### src/rtl/param_regfile_sb.sv
// Parametrised two-read/one-write register file with a per-register busy
// scoreboard, an optional hard-wired zero register and optional write bypass.
module param_regfile_sb #(
  parameter int unsigned DATA_W   = 16,
  parameter int unsigned ADDR_W   = 3,
  parameter int unsigned ZERO_REG = 0,
  parameter int unsigned BYPASS   = 1
) (
  input  logic                  clk,
  input  logic                  RESET,
  input  logic                  write_enable,
  input  logic [ADDR_W-1:0]     write_addr,
  input  logic [DATA_W-1:0]     write_data,
  input  logic [ADDR_W-1:0]     read_addr_A,
  input  logic [ADDR_W-1:0]     read_addr_B,
  output logic [DATA_W-1:0]     read_data_A,
  output logic [DATA_W-1:0]     read_data_B,
  output logic                  busy_A,
  output logic                  busy_B,
  input  logic                  rsv_enable,
  input  logic [ADDR_W-1:0]     rsv_addr,
  output logic                  rsv_stall,
  output logic [(2**ADDR_W)-1:0] busy_vec
);

  localparam int unsigned NREG = 2**ADDR_W;

  logic [DATA_W-1:0] regs [NREG];
  logic [NREG-1:0]   busy;
  logic [NREG-1:0]   busy_next;
  logic              write_ok;
  logic              rsv_ok;
  logic              bypass_A;
  logic              bypass_B;

  // Address 0 is inert when the zero register is enabled.
  assign write_ok = write_enable && !RESET &&
                    !((ZERO_REG != 0) && (write_addr == '0));
  assign rsv_ok   = rsv_enable && !RESET &&
                    !((ZERO_REG != 0) && (rsv_addr == '0));

  // A write landing on the reserved entry this cycle frees it, so no stall.
  assign rsv_stall = rsv_enable && !RESET && busy[rsv_addr] &&
                     !(write_ok && (write_addr == rsv_addr));

  always_comb begin
    busy_next = busy;
    if (write_ok)
      busy_next[write_addr] = 1'b0;
    if (rsv_ok && !rsv_stall)
      busy_next[rsv_addr] = 1'b1;
  end

  always_ff @(posedge clk) begin
    if (RESET) begin
      for (int unsigned i = 0; i < NREG; i++)
        regs[i] <= '0;
      busy <= '0;
    end else begin
      if (write_ok)
        regs[write_addr] <= write_data;
      busy <= busy_next;
    end
  end

  assign bypass_A = (BYPASS != 0) && write_ok && (write_addr == read_addr_A);
  assign bypass_B = (BYPASS != 0) && write_ok && (write_addr == read_addr_B);

  always_comb begin
    if ((ZERO_REG != 0) && (read_addr_A == '0))
      read_data_A = '0;
    else if (bypass_A)
      read_data_A = write_data;
    else
      read_data_A = regs[read_addr_A];

    if ((ZERO_REG != 0) && (read_addr_B == '0))
      read_data_B = '0;
    else if (bypass_B)
      read_data_B = write_data;
    else
      read_data_B = regs[read_addr_B];
  end

  assign busy_A   = bypass_A ? 1'b0 : busy[read_addr_A];
  assign busy_B   = bypass_B ? 1'b0 : busy[read_addr_B];
  assign busy_vec = busy;

endmodule

### config.mk
export PLATFORM = sky130hd
export DESIGN_NAME = param_regfile_sb
export DESIGN_NICKNAME = d
export VERILOG_FILES = /design/src/rtl/param_regfile_sb.sv
export SDC_FILE = /design/constraint.sdc
export NUM_CORES = 1
export LEC_CHECK = 0
export ABC_AREA = 1
export BUFFER_PORTS_ARGS = -buffer_cell sky130_fd_sc_hd__buf_4
export CAP_MARGIN = 20
export CORE_MARGIN = 3
export CORE_UTILIZATION = 60
export DETAILED_ROUTE_END_ITERATION = 10
export GPL_TIMING_DRIVEN = 0
export PLACE_DENSITY = 0.77
export REMOVE_ABC_BUFFERS = 1
export SLEW_MARGIN = 20
export SYNTH_ARGS = -nofsm -noshare
export SYNTH_HDL_FRONTEND = slang
export SYNTH_SLANG_ARGS = --single-unit
### constraint.sdc
create_clock -name clk -period 3.1 [get_ports clk]
set_clock_uncertainty 0.05 [all_clocks]
set_input_delay 0 -clock clk [delete_from_list [all_inputs] [get_ports clk]]
set_output_delay 0 -clock clk [all_outputs]
set_load 0.03 [all_outputs]
==> impl_metrics.toml, run 1 <==
[global_routing]
antenna_found_initial = 0
grt_max_degree = 134
grt_pass1_vias = 6597
grt_use_total_pct = 30.1
overflow = 0
grt_pass1_wl_um = 33900

[timing]
finalHoldViolations = 0
setup_viol = 0
grt_setup_unrepaired = "no"
period_needed_ns = 2.49
slew_viol_final = 0
max_freq_mhz = 402
hold_slack_ns = 0.0239
worst_pin_slew_ns = 1.04
period_share_pct = 80.2
slew_headroom_pct = 30.5
fin_setup_tns_ns = 0

[routing]
firstDrtPassIters = 5
vias = 7184
vias_per_cell = 6.17
drtIter0Drc = 1053
finalWirelength_um = 21800
ant_nets = 0
wl_per_cell_um = 18.7
drc_errors = 0

[run]
cap_violations = 0

[synth]
netlist_area_um2 = 8040
synth_most_common_cell = "nor2_1"
synth_area_per_cell_um2 = 8.44
ys_types = 28
synthSimpleGateAreaFrac_pct = 21.6
synth_top_family_by_area = "simple AND/OR/NAND/NOR gates"
synth-edff-count = 128
synth_top_area_cell = "edfxtp_1"
synth-xor-area-share_pct = 0.109
synth-compound-area-share_pct = 17.5
synth_top_area_share_pct = 47.8
synthCells = 952
muxShareOfSynthArea_pct = 0
synth_common_cells = "nor2_1 (145), edfxtp_1 (128), nand3_1 (118), nand2_1 (116), inv_1 (79)"
ys.flop_type = "edfxtp_1"
yosysWarnings = 0
ys_ff_latch = 136
ys_async_sr_fraction_pct = 0
yosysSeqAreaShare_pct = 49.8
ys_top_cells_by_area = "edfxtp_1 (48%), nand3_1 (7.3%), nor2_1 (6.8%), o211ai_1 (6.0%), nand2_1 (5.4%)"
synth_adder_area_share_pct = 0

[outcome]
status = "finished clean"

[pwr]
power-per-cell-area_nw_per_um2 = 548
p_comb_share_pct = 16.4
p_leak_nw = 3.65
ir_drop_mv = 0.445
switching_share_pct = 27.7
pwr-share-seq_pct = 44.3
p_int_mw = 3.54
clkPwrFrac_pct = 39.3
p_sw_mw = 1.35

[clocking]
clk_latency_ns = 0.43
cts_post_setup_buffers_inserted = 0
cts_max_path_buffers = 2
cts_tree = "built"
htreeDepth = 4
cts_sinks = 136
cts-buffers-inserted = 17
path_clk_slew_ns = 0.06
root_buffer = "clkbuf_16"

[floorplanning]
pin_count = 75
initial_utilization_pct = 62.4
die_w_um = 122
fp-row-count = 41
dieArea_um2 = 14800
core_area_um2 = 12900
die_h_um = 122

[placed_design]
portBuffers = 74
place.gp.congestion = 0.807
place_hpwl_um = 11400
placed_cells = 1128

[critical_path]
critPathKind = "in2out"
critPathLaunchType = "input port"
endpoint_kind = "primary output"
required_ns = 3.05
max_stage_delay_ns = 0.65
cp_cell_sequence = "buf_6, inv_1, nand2_1, a21oi_2, nand2_2, nand3_1, o21ai_1, buf_4"
cp_slowest_cell = "buf_6"
critical_path_arrival_ns = 2.44
crit_fanout = 133

[finish]
diodes = 0
final_util_pct = 69.3
drive_gt1_share_pct = 13.8
syn_to_final_growth_pct = 11.1
finalNetCount = 1012
layout.cells.non_filler = 1165

[hold_path]
hold_path.class = "in2reg"
## cell families (layout without fill, tap and decap cells)
kind of cell           after synthesis  count (layout)
AND/OR/NAND/NOR                    404             404
buffers and inverters              172             213
XOR/XNOR                             1               1
flip-flops                         136             136
AO/OA/AOI/OAI                      239             239
## layout make-up
type	count	area, um2
Clock inverter	15	136
Inverter	102	388
Tap cell	172	215
Multi-Input combinational cell	644	3150
Sequential cell	136	4000
Clock buffer	17	425
Fill cell	1062	3950
Timing Repair Buffer	79	613
## worst max-delay path, delay by kind of cell
kind,cells,cell delay (ns)
AND/OR/NAND/NOR,3,0.92
AO/OA/AOI/OAI,2,0.24
buffers and inverters,3,1.16
## sequential cells by signal, summed over array words and instances, names as in the netlist
name / flops
busy_vec: 8
regs: 128
## power groups by stage
| stage | Sequential [mW] | Combinational [mW] | Clock (mW) |
|---|---|---|---|
| floorplan | 2.20 | 0.463 | 0 |
| global placement | 2.20 | 0.776 | 0 |
| detailed placement | 2.20 | 0.788 | 0 |
| CTS | 2.16 | 0.796 | 1.93 |
| global route | 2.18 | 0.874 | 2.02 |
| finish | 2.17 | 0.802 | 1.93 |
## path summary, 6_finish.rpt
check / start / endpoint / slack [ns] / cells past startpoint
setup / recovery: read_addr_A[0] / read_data_A[7] / 0.61 / 8
hold / removal: write_data[14] / regs[3][14]$_SDFFCE_PN0P_ / 0.02 / 3
setup reg to reg: busy_vec[6]$_SDFF_PP0_ / busy_vec[1]$_SDFF_PP0_ / 1.87 / 7
hold reg to reg: busy_vec[5]$_SDFF_PP0_ / busy_vec[5]$_SDFF_PP0_ / 0.44 / 2
## placed cells by master (no fill, tap or decap)
cell | netlist | layout
a21oi_1 | 74 | 74
a21oi_2 | 2 | 2
buf_4 | 6 | 72
buf_6 | 23 | 2
bufinv_16 | 0 | 2
clkbuf_16 | 0 | 17
clkinv_1 | 17 | 18
clkinv_2 | 0 | 7
clkinvlp_4 | 0 | 5
dfxtp_1 | 8 | 8
dlygate4sd3_1 | 0 | 5
edfxtp_1 | 128 | 128
inv_1 | 79 | 79
inv_2 | 4 | 4
inv_4 | 2 | 2
nand2_1 | 116 | 116
nand2_2 | 11 | 11
nand3_1 | 118 | 118
nand4_1 | 4 | 4
nor2_1 | 145 | 145
nor2_4 | 2 | 2
nor3_1 | 6 | 6
nor3b_1 | 2 | 2
o211ai_1 | 64 | 64
o21ai_0 | 66 | 66
o21ai_1 | 21 | 21
o21ai_2 | 11 | 11
o22ai_1 | 1 | 1
xor2_1 | 1 | 1
## metal layers
layer / up-vias / GRT usage (%) / share of wire (%)
li1: 3351 / - / -
met1: 3362 / 39.7 / 39
met2: 405 / 49.7 / 48
met3: 66 / 5.52 / 10
met4: 0 / 11.7 / 2.8
met5: - / 0 / 0
## repair_timing
item / 4_1_cts / 5_1_grt
endpoints found under the hold margin: 7 / 0
hold buffers: 5 / 0
gates resized for setup: 0 / 0
## per-stage QoR
stage | total power [mW] | area [um2] | worst slack [ns]
after detailed placement | 2.99 | 8320 | 0.708
after global routing | 5.07 | 8930 | 0.450
after CTS | 4.89 | 8930 | 0.707
final | 4.89 | 8930 | 0.614
after global placement | 2.97 | 8310 | 0.388
after floorplan | 2.66 | 7540 | 1.48
(Power assumes the default switching activity.)
==> run 2, diff against run 1 <==
==> constraint.sdc (replaced) <==
create_clock -name clk -period 2.5 [get_ports clk]
set_clock_uncertainty 0.05 [all_clocks]
set_input_delay 0 -clock clk [delete_from_list [all_inputs] [get_ports clk]]
set_output_delay 0 -clock clk [all_outputs]
set_load 0.03 [all_outputs]
==> impl_metrics.toml, run 2 (synthesized netlist as in run 1, its figures left out) <==
[outcome]
status = "finished clean"

[routing]
finalWirelength_um = 21900
ant_nets = 0
vias_per_cell = 6.21
vias = 7232
drc_errors = 0
drtIter0Drc = 1003
wl_per_cell_um = 18.8
firstDrtPassIters = 6

[clocking]
htreeDepth = 4
cts-buffers-inserted = 17
root_buffer = "clkbuf_16"
path_clk_slew_ns = 0.06
cts_tree = "built"
clk_latency_ns = 0.42
cts_sinks = 136
cts_max_path_buffers = 2
cts_post_setup_buffers_inserted = 0

[timing]
grt_setup_unrepaired = "no"
worst_pin_slew_ns = 1.03
setup_viol = 0
finalHoldViolations = 0
slew_headroom_pct = 31.1
period_needed_ns = 2.38
period_share_pct = 95.2
max_freq_mhz = 420
slew_viol_final = 0
final.setup.worst_slack_ns = 0.120

[pwr]
power-per-cell-area_nw_per_um2 = 680
ir_drop_mv = 0.551
power_mw = 6.08
p_leak_nw = 3.66

[critical_path]
critical_path_arrival_ns = 2.33
required_ns = 2.45
critPathLaunchType = "input port"
endpoint_kind = "primary output"
critPathKind = "in2out"
crit_fanout = 133

[placed_design]
place.gp.congestion = 0.807
place_hpwl_um = 11400
placed_cell_area_um2 = 8320
placed_cells = 1128
dp_slack_ns = 0.108
portBuffers = 74

[finish]
final_area_um2 = 8940
final_util_pct = 69.4
syn_to_final_growth_pct = 11.2
regMostFlops = "regs"
finalNetCount = 1012
final_common_cell = "nor2_1"
diodes = 0
drive_gt1_share_pct = 13.8
largest_register_ffs = 128
final_cell_mix = "nor2_1 (145), edfxtp_1 (128), nand3_1 (118)"
layout.cells.non_filler = 1165

[floorplanning]
die_h_um = 122
core_area_um2 = 12900
die_w_um = 122
initial_utilization_pct = 62.4
pin_count = 75
fp-row-count = 41
dieArea_um2 = 14800

[run]
cap_violations = 0

[global_routing]
grt_pass1_wl_um = 33900
antenna_found_initial = 0
grt_pass1_vias = 6597
overflow = 0
grt_use_total_pct = 30.1
grt_max_degree = 134

[hold_path]
hold_path.class = "in2reg"
## run 2: timing repair
item,in CTS,in global routing
endpoints found under the hold margin,7,0
setup endpoints to repair,0,22
hold buffers,5,0
resized for setup,0,3
## run 2: worst paths after layout
path / startpoint / endpoint / slack [ns] / depth (start not counted)
max: read_addr_B[0] / read_data_B[14] / 0.12 / 8
max reg2reg: busy_vec[6]$_SDFF_PP0_ / busy_vec[1]$_SDFF_PP0_ / 1.29 / 7
min: write_data[1] / regs[0][1]$_SDFFCE_PN0P_ / 0.02 / 3
min reg2reg: busy_vec[5]$_SDFF_PP0_ / busy_vec[5]$_SDFF_PP0_ / 0.44 / 2
## run 2: per-layer routing
| layer | global-route usage (%) | part of all wire (%) | up-vias |
|---|---|---|---|
| li1 | - | - | 3348 |
| met1 | 39.7 | 39 | 3388 |
| met4 | 11.7 | 2.6 | 0 |
| met2 | 49.7 | 48 | 444 |
| met5 | 0 | 0 | - |
| met3 | 5.52 | 10 | 52 |
## run 2: report_power, final
group / internal [mW] / leakage (nW) / switching [mW]
Sequential: 2.63 / 1.29 / 0.0537
Clock: 1.44 / 0.267 / 0.948
Combinational: 0.313 / 2.10 / 0.685
Total: 4.39 / 3.66 / 1.69
## run 2: layout make-up
class | instances | area [um2]
inverter | 102 | 388
timing repair buffer | 79 | 618
sequential | 136 | 4000
fill | 1063 | 3940
tap | 172 | 215
clock inverter | 15 | 136
multi-input combinational | 644 | 3150
clock buffer | 17 | 425
## run 2: critical path, stage by stage
cell and delay [ns]:
clkbuf_8 0.59, inv_2 0.18, o22ai_1 0.21, nor2_1 0.08
nand2_2 0.62, nand3_1 0.16, o21ai_1 0.17, buf_4 0.21
## run 2: metrics by stage
step / hold slack [ns] / TNS (ns)
detailed placement: 0.318 / 0
global placement: 0.317 / -3.53
CTS: 0.00729 / 0
finish: 0.0222 / 0
global route: 0.0416 / 0
floorplan: 0.128 / 0
